--- src/rtl/hdpldadapt_cmn_async_launch_bus_pkg.sv ---
// Shared definitions for the asynchronous launch/capture bus crossing.
// The default hold window is also used to size the far-end capture stage.
package hdpldadapt_cmn_async_launch_bus_pkg;

    typedef enum logic {
        ST_IDLE = 1'b0,
        ST_HOLD = 1'b1
    } launch_state_e;

    localparam int DEFAULT_HOLD_CYCLES = 8;
    localparam int MAX_HOLD_CYCLES     = 255;

endpackage

--- src/rtl/hdpldadapt_cmn_async_launch_bus_if.sv ---
// Handshake and bus signals between a word producer and the launcher.
interface hdpldadapt_cmn_async_launch_bus_if #(
    parameter int DWIDTH = 2
);
    logic [DWIDTH-1:0] data_in;
    logic              load;
    logic              ready;
    logic [DWIDTH-1:0] data_out;
    logic              stable;
    logic              load_drop;

    modport master (
        output data_in, load,
        input  ready, data_out, stable, load_drop
    );

    modport slave (
        input  data_in, load,
        output ready, data_out, stable, load_drop
    );
endinterface

--- src/rtl/hdpldadapt_cmn_async_launch_bus.sv ---
// Launch-side register for a multi-bit bus crossing into an unrelated clock domain.
// Each accepted word is held unchanged for HOLD_CYCLES so the far end sees repeated identical samples.
module hdpldadapt_cmn_async_launch_bus
    import hdpldadapt_cmn_async_launch_bus_pkg::*;
#(
    parameter int DWIDTH      = 2,
    parameter bit RESET_VAL   = 1'b1,
    parameter int HOLD_CYCLES = DEFAULT_HOLD_CYCLES,
    parameter int CNT_WIDTH   = 8
) (
    input  logic clk,
    input  logic rst,
    input  logic r_launch_mode,
    hdpldadapt_cmn_async_launch_bus_if.slave bus
);

    generate
        if (HOLD_CYCLES < 1 || HOLD_CYCLES > MAX_HOLD_CYCLES) begin : g_bad_hold
            $error("HOLD_CYCLES must be within 1..255");
        end
        if ((64'd1 << CNT_WIDTH) <= 64'(HOLD_CYCLES)) begin : g_bad_cnt
            $error("CNT_WIDTH too narrow for HOLD_CYCLES");
        end
    endgenerate

    localparam logic [CNT_WIDTH-1:0] CNT_LOAD = CNT_WIDTH'(HOLD_CYCLES - 1);
    localparam logic [DWIDTH-1:0]    DATA_RST = {DWIDTH{RESET_VAL}};

    launch_state_e         state_q, state_d;
    logic [CNT_WIDTH-1:0]  cnt_q, cnt_d;
    logic [DWIDTH-1:0]     data_out_q, data_out_d;
    logic                  load_drop_q, load_drop_d;
    logic                  accept_d1_q, accept_d1_d;
    logic                  ready;
    logic                  accept;

    assign ready  = r_launch_mode | (state_q == ST_IDLE);
    assign accept = bus.load & ready;

    always_comb begin
        state_d     = state_q;
        cnt_d       = cnt_q;
        data_out_d  = data_out_q;
        load_drop_d = 1'b0;
        accept_d1_d = accept;
        if (r_launch_mode) begin
            // Pass-through: no hold protection, and any pending window is abandoned.
            state_d = ST_IDLE;
            cnt_d   = '0;
            if (accept) begin
                data_out_d = bus.data_in;
            end
        end else if (state_q == ST_IDLE) begin
            if (accept) begin
                data_out_d = bus.data_in;
                state_d    = ST_HOLD;
                cnt_d      = CNT_LOAD;
            end
        end else begin
            load_drop_d = bus.load;
            if (cnt_q == '0) begin
                state_d = ST_IDLE;
            end else begin
                cnt_d = cnt_q - 1'b1;
            end
        end
    end

    always_ff @(posedge clk) begin
        if (rst) begin
            state_q     <= ST_IDLE;
            cnt_q       <= '0;
            data_out_q  <= DATA_RST;
            load_drop_q <= 1'b0;
            accept_d1_q <= 1'b0;
        end else begin
            state_q     <= state_d;
            cnt_q       <= cnt_d;
            data_out_q  <= data_out_d;
            load_drop_q <= load_drop_d;
            accept_d1_q <= accept_d1_d;
        end
    end

    // data_out must come straight from flops: the far domain samples it asynchronously.
    assign bus.data_out  = data_out_q;
    assign bus.ready     = ready;
    assign bus.stable    = (state_q == ST_IDLE) & ~accept_d1_q;
    assign bus.load_drop = load_drop_q;

endmodule
--- src/flat_wrapper.sv ---
// flat-port wrapper written by rule: the top's interface ports become plain ports
module hdpldadapt_cmn_async_launch_bus_flat import hdpldadapt_cmn_async_launch_bus_pkg::*;
#(
    parameter int DWIDTH      = 2,
    parameter bit RESET_VAL   = 1'b1,
    parameter int HOLD_CYCLES = DEFAULT_HOLD_CYCLES,
    parameter int CNT_WIDTH   = 8
)
  (clk, rst, r_launch_mode, bus_data_in, bus_load, bus_ready, bus_data_out, bus_stable, bus_load_drop);
  hdpldadapt_cmn_async_launch_bus_if #(.DWIDTH(DWIDTH)) bus_i ();
  input  logic clk;
  input  logic rst;
  input  logic r_launch_mode;
  input wire logic [$bits(bus_i.data_in)-1:0] bus_data_in;
  input wire logic [$bits(bus_i.load)-1:0] bus_load;
  output wire logic [$bits(bus_i.ready)-1:0] bus_ready;
  output wire logic [$bits(bus_i.data_out)-1:0] bus_data_out;
  output wire logic [$bits(bus_i.stable)-1:0] bus_stable;
  output wire logic [$bits(bus_i.load_drop)-1:0] bus_load_drop;
  assign bus_i.data_in = bus_data_in;
  assign bus_i.load = bus_load;
  assign bus_ready = bus_i.ready;
  assign bus_data_out = bus_i.data_out;
  assign bus_stable = bus_i.stable;
  assign bus_load_drop = bus_i.load_drop;
  hdpldadapt_cmn_async_launch_bus #(.DWIDTH(DWIDTH), .RESET_VAL(RESET_VAL), .HOLD_CYCLES(HOLD_CYCLES), .CNT_WIDTH(CNT_WIDTH)) u_core (.clk(clk), .rst(rst), .r_launch_mode(r_launch_mode), .bus(bus_i));
endmodule
--- config.mk ---
export PLATFORM = sky130hd
export DESIGN_NAME = hdpldadapt_cmn_async_launch_bus_flat
export DESIGN_NICKNAME = d
export VERILOG_FILES = /design/src/rtl/hdpldadapt_cmn_async_launch_bus_pkg.sv /design/src/rtl/hdpldadapt_cmn_async_launch_bus_if.sv /design/src/rtl/hdpldadapt_cmn_async_launch_bus.sv /design/src/flat_wrapper.sv
export SDC_FILE = /design/constraint.sdc
export NUM_CORES = 1
export LEC_CHECK = 0
export CAP_MARGIN = 40
export CELL_PAD_IN_SITES_DETAIL_PLACEMENT = 0
export CELL_PAD_IN_SITES_GLOBAL_PLACEMENT = 1
export CORE_ASPECT_RATIO = 1.25
export CORE_MARGIN = 1
export CORE_UTILIZATION = 33
export DETAILED_ROUTE_END_ITERATION = 8
export GPL_TIMING_DRIVEN = 0
export HOLD_SLACK_MARGIN = 0.02
export PLACE_DENSITY_LB_ADDON = 0.3
export RECOVER_POWER = 100
export SLEW_MARGIN = 25
export SYNTH_ARGS = -nofsm -noshare
export SYNTH_HDL_FRONTEND = slang
export SYNTH_SLANG_ARGS = --single-unit
--- constraint.sdc ---
create_clock -name clk -period 1.95 [get_ports clk]
set_input_delay 0.39 -clock clk [delete_from_list [all_inputs] [get_ports clk]]
set_output_delay 0.39 -clock clk [all_outputs]
set_load 0.03 [all_outputs]
==> results of run 1 <==
## power groups by stage
stage               registers (mW)  clock network [mW]  logic (mW)
global route                 0.291               0.191       0.131
CTS                          0.289               0.179       0.124
finish                       0.289               0.170       0.119
global placement             0.295                   0       0.124
floorplan                    0.300                   0      0.0798
detailed placement           0.295                   0       0.124
## stage by stage
stage          std cells  setup WS [ps]  cell area (um2)  util [%]
2_1_floorplan         71          483.9            636.9         -
4_1_cts              104          59.25            785.8     43.98
3_5_place_dp         100         -191.6            760.7     42.58
5_1_grt              104          8.934            780.7     43.70
6_report             104          69.56            780.7     43.70
3_3_place_gp         100         -208.7            760.7     42.58
## sequential cells by signal (all words and copies together) (netlist names)
signal and cells:
u_core.cnt_q 8, u_core.bus.data_out 2, u_core.accept_d1_q 1, u_core.bus.load_drop 1
u_core.state_q 1
## routing by layer
metal / vias up / part of all wire (%)
li1: 283 / -
met1: 249 / 43
met2: 11 / 51
met3: 4 / 4.0
met4: 0 / 2.0
met5: - / 0
## cells in the final DEF, fill, tap and decap left out, types with 2 or more instances in the layout
master	netlist	final
and3_1	2	2
nor2b_1	2	2
dlygate4sd3_1	0	4
a21oi_1	5	5
or3_1	2	2
dfxtp_1	13	13
a211oi_1	2	2
nor2_1	9	9
clkdlybuf4s50_1	0	5
inv_1	2	2
o21ai_0	3	3
clkbuf_4	0	3
or2_2	3	3
ha_1	2	2
nand2_1	5	5
a211o_1	2	2
## timing repair
action	4_1_cts	5_1_grt
setup endpoints to repair	1	0
gates resized for setup	1	0
hold buffers	0	0
## worst paths after layout
path | slack (ps) | to | cells past startpoint
worst min-delay path | 470 | u_core.bus.data_out[1] | 1
worst max register to register | 370 | u_core.cnt_q[5] | 5
worst max-delay path | 70 | bus_stable | 3
worst min register to register | 470 | u_core.bus.data_out[1] | 1
## final cells by class
class	count	area share [%]
Clock buffer	4	3.365
Multi-Input combinational cell	55	45.19
Timing Repair Buffer	10	12.66
Tap cell	19	3.045
Buffer	1	1.442
Inverter	2	0.9615
Sequential cell	13	33.33
## cell families after synthesis
group           after synthesis
xor+xnor                      1
fa+ha+maj                     2
mux                           1
compound gates               15
flops                        13
buf+inv                       3
simple gates                 36
==> results.py, run 1 <==
metrics = {
    "critical_path": {
        "cp_top_family": "buffers and inverters",
        "path_cells": "buf_6 -> nor2_1 -> clkdlybuf4s50_1",
        "cpPeakStageDelay_ps": 670,
        "startpoint": "u_core.state_q",
        "crit_required_ps": 1560,
        "critical_path_class": "reg2out",
        "cp-start-kind": "flop",
        "worstSetupEndpointType": "output port",
        "cp_data_arrival_time_ps": 1490,
        "crit_path_max_fanout": 9,
        "r2r_start": "u_core.cnt_q[0]",
        "cp_slowest_cell": "clkdlybuf4s50_1",
        "crit_buf_inv": 2,
    },
    "status": {
        "status": "complete, no violations",
    },
    "logic_synthesis": {
        "synth_most_common_cell": "dfxtp_1",
        "synth-adder-area-share_pct": 3.929,
        "yosysWarnings": 0,
        "yosys.area_share.xor_xnor_pct": 1.375,
        "synthCells": 71,
        "yosysSeqAreaShare_pct": 40.86,
        "avgSynthCellArea_um2": 8.970,
        "synth_largest_area_cell": "dfxtp_1",
        "synth_area_leaders": "dfxtp_1 41%, nor2_1 5.3%, a21oi_1 3.9%",
        "synth-simple-area-share_pct": 34.18,
        "async_flop_share_pct": 0,
        "synth_flop_cell": "dfxtp_1",
        "synth_top_family_by_area": "simple AND/OR/NAND/NOR gates",
        "syn_nets": 79,
        "synth_top_area_share_pct": 40.86,
        "yosys-top-cells-count": "13 x dfxtp_1, 9 x nor2_1, 5 x a21oi_1, 5 x nand2_1",
        "synth_edf_count": 0,
        "ys_ff_latch": 13,
        "synth_mux_area_share_pct": 1.572,
        "synth_compound_area_share_pct": 15.13,
        "ys_types": 32,
        "netlist_area_um2": 636.9,
    },
    "timing": {
        "slew-limit-headroom_pct": 78.67,
        "fin_skew_ps": 1.217,
        "rsz0062_at_grt": "no",
        "final-setup-viol-count": 0,
        "slew_viol_final": 0,
        "report.final.hold_viol_count": 0,
        "whs_ps": 467.9,
        "timing.fmax_mhz": 531.8,
        "setup_tns_ps": 0,
        "tightest_slew_ps": 318.5,
        "min_period_ps": 1880,
        "fin_crit_sh_pct": 96.43,
    },
    "grt": {
        "grtUsageMet3_pct": 2.609,
        "grt_pass1_vias": 478,
        "use_met1_pct": 14.48,
        "grt_use_total_pct": 13.82,
        "grt_first_pass_wirelength_um": 1925,
        "gr-usage-met2_pct": 22.92,
        "grt_max_degree": 10,
        "top_usage_layer": "met2",
        "grt-ovfl-total": 0,
        "antenna_found_initial": 0,
    },
    "layout": {
        "seq_area_um2": 260.3,
        "fillers": 192,
        "diodes": 0,
        "nets": 94,
        "syn2layout_area_growth_pct": 22.59,
        "drive_above_1_share_pct": 11.76,
        "multi_input_comb_area_um2": 352.8,
    },
    "die": {
        "fp.dieH_um": 51.12,
        "initial_utilization_pct": 35.64,
        "num_rows": 17,
        "ioPinCount": 11,
        "coreArea_mm2": 0.001787,
        "dieArea_mm2": 0.002111,
        "die_x_um": 41.29,
    },
    "detailed_routing": {
        "drc": 0,
        "wl_um": 1219,
        "ant_nets": 0,
        "vias_per_cell": 5.260,
        "first_pass_iters": 4,
        "vias": 547,
        "wl_per_cell_um": 11.72,
        "drt_iter0_markers": 8,
    },
    "clock_network": {
        "path_clk_slew_ps": 80,
        "cts_setup_buffers": 0,
        "cts_tree": "built",
        "clkLatencyLatePin_ps": 280,
        "numCtsBuffers": 3,
        "cts.path.max_buffers": 2,
        "h-tree-depth": 1,
        "cts.sinks": 13,
        "cts_root_buf": "clkbuf_4",
    },
    "pwr": {
        "p_sw_mw": 0.1631,
        "swShare_pct": 28.19,
        "p_seq_share_pct": 49.9,
        "p_leak_nw": 0.3185,
        "combPwrFrac_pct": 20.6,
        "power_mw": 0.5787,
        "power_frac_clock_pct": 29.5,
        "vdd_ir_drop_max_v": 0.0002747,
        "pwr_density_cell_mw_per_mm2": 741.2,
        "p_int_mw": 0.4156,
    },
    "placement": {
        "dp.final_hpwl_um": 928.6,
        "gp_congestion": 0.6838,
        "port-buffer-count": 10,
    },
    "hold_path": {
        "hp-start": "u_core.bus.data_out[1]",
        "min-delay-path-class": "reg2reg",
    },
    "job": {
        "maxCapViolations": 0,
    },
}
No activity file was read; power rests on OpenSTA's default activity.
==> run 2: changes to the inputs <==
--- a/config.mk
+++ b/config.mk
@@ -15,7 +15,6 @@
 export GPL_TIMING_DRIVEN = 0
 export HOLD_SLACK_MARGIN = 0.02
 export PLACE_DENSITY_LB_ADDON = 0.3
-export RECOVER_POWER = 100
 export SLEW_MARGIN = 25
 export SYNTH_ARGS = -nofsm -noshare
 export SYNTH_HDL_FRONTEND = slang
==> results.py, run 2 (synthesized netlist as in run 1, its figures left out) <==
metrics = {
    "die": {
        "fp.dieH_um": 51.12,
        "die_x_um": 41.29,
        "ioPinCount": 11,
        "num_rows": 17,
        "dieArea_mm2": 0.002111,
        "initial_utilization_pct": 35.64,
        "coreArea_mm2": 0.001787,
    },
    "placement": {
        "port-buffer-count": 10,
        "dp.final_hpwl_um": 928.6,
        "dp_worst_setup_slack_ps": -191.6,
        "gp_congestion": 0.6838,
    },
    "grt": {
        "grt_pass1_vias": 478,
        "grt_max_degree": 10,
        "grt_use_total_pct": 13.82,
        "grt-ovfl-total": 0,
        "antenna_found_initial": 0,
        "grt_first_pass_wirelength_um": 1925,
    },
    "timing": {
        "whs_ps": 474.2,
        "rsz0062_at_grt": "no",
        "report.final.hold_viol_count": 0,
        "tightest_slew_ps": 318.2,
        "slew-limit-headroom_pct": 78.69,
        "min_period_ps": 1881,
        "setup_tns_ps": 0,
        "slew_viol_final": 0,
        "fin_skew_ps": 0.8636,
        "fin_crit_sh_pct": 96.46,
        "final-setup-viol-count": 0,
        "timing.fmax_mhz": 531.7,
        "layout_setup_ws_ps": 69.11,
    },
    "status": {
        "status": "complete, no violations",
    },
    "pwr": {
        "pwr_density_cell_mw_per_mm2": 741.4,
        "vdd_ir_drop_max_v": 0.0002750,
        "power_mw": 0.5825,
        "p_leak_nw": 0.3204,
    },
    "critical_path": {
        "critical_path_class": "reg2out",
        "r2r-end": "u_core.cnt_q[5]",
        "cp_data_arrival_time_ps": 1490,
        "cp-start-kind": "flop",
        "crit_path_end": "bus_stable",
        "r2r_start": "u_core.cnt_q[0]",
        "reg2reg_depth": 5,
        "r2r_slack_ps": 370,
        "crit_required_ps": 1560,
        "crit_path_max_fanout": 9,
        "startpoint": "u_core.state_q",
        "worstSetupEndpointType": "output port",
    },
    "layout": {
        "finish.utilization_pct": 43.98,
        "final_cell_mix": "13 x dfxtp_1, 9 x nor2_1, 9 x clkdlybuf4s50_1, 5 x a21oi_1, 5 x nand2_1",
        "fillers": 191,
        "nets": 94,
        "largest_register": "u_core.cnt_q",
        "final_common_cell": "dfxtp_1",
        "largest_reg_flops": 8,
        "drive_above_1_share_pct": 12.94,
        "diodes": 0,
        "syn2layout_area_growth_pct": 23.38,
    },
    "clock_network": {
        "cts.path.max_buffers": 2,
        "path_clk_slew_ps": 80,
        "cts_setup_buffers": 0,
        "cts_tree": "built",
        "cts_root_buf": "clkbuf_4",
        "clkLatencyLatePin_ps": 280,
        "numCtsBuffers": 3,
        "h-tree-depth": 1,
        "cts.sinks": 13,
    },
    "hold_path": {
        "min-delay-path-class": "reg2reg",
    },
    "detailed_routing": {
        "drc": 0,
        "vias": 554,
        "wl_um": 1224,
        "wl_per_cell_um": 11.77,
        "vias_per_cell": 5.327,
        "drt_iter0_markers": 6,
        "first_pass_iters": 4,
        "ant_nets": 0,
    },
    "job": {
        "maxCapViolations": 0,
    },
}
run 2: changes by cell type in the layout (fill, tap and decap cells not counted):
cell             before  now
dlygate4sd3_1         4    0
nand3_2               0    1
clkdlybuf4s50_1       5    9
nand3_1               1    0
run 2: worst min-delay path by stage:
| stage | from | depth (start not counted) | slack (ps) | to |
|---|---|---|---|---|
| floorplan | u_core.cnt_q[0] | 1 | 460 | u_core.cnt_q[0] |
| global placement | u_core.bus.data_out[1] | 1 | 450 | u_core.bus.data_out[1] |
| detailed placement | u_core.bus.data_out[1] | 1 | 450 | u_core.bus.data_out[1] |
| CTS | u_core.bus.data_out[1] | 1 | 480 | u_core.bus.data_out[1] |
| global route | u_core.bus.data_out[1] | 1 | 500 | u_core.bus.data_out[1] |
| finish | u_core.bus.data_out[1] | 1 | 470 | u_core.bus.data_out[1] |
run 2: layer usage:
layer	part of all wire, %	GRT usage (%)
met4	2.0	9.677
met1	43	14.48
met3	4.0	2.609
met5	0	0
met2	51	22.92
run 2: what timing repair did:
item | 4_1_cts | 5_1_grt
endpoints found under the hold margin | 0 | 0
hold buffers | 0 | 0
endpoints found under the setup margin | 1 | 0
gates resized for setup | 1 | 0
run 2: where the power goes:
group / total (mW) / switching [mW] / internal [mW] / leakage (nW)
Combinational: 0.123 / 0.0629 / 0.0597 / 0.199
Sequential: 0.289 / 0.0104 / 0.279 / 0.107
Clock: 0.171 / 0.0914 / 0.0794 / 0.0150
run 2: cell type report:
type	count	area [um2]	share of cell area (%)
plain buffers	1	11.26	1.433
clock buffers	4	26.28	3.344
inverters	2	7.507	0.9554
multi-input cells	55	357.8	45.54
flip-flops and latches	13	260.3	33.12
well taps	19	23.77	3.025
repair buffers	10	98.84	12.58
run 2: critical path, cell delays in order (launching register included):
cell,delay [ps]
dfxtp_1,310
buf_6,130
nor2_1,100
clkdlybuf4s50_1,670
run 2: stage by stage:
stage	area, um2	instances
after floorplan	636.9	71
after global placement	760.7	100
after detailed placement	760.7	100
after CTS	785.8	104
after global routing	785.8	104
final	785.8	104
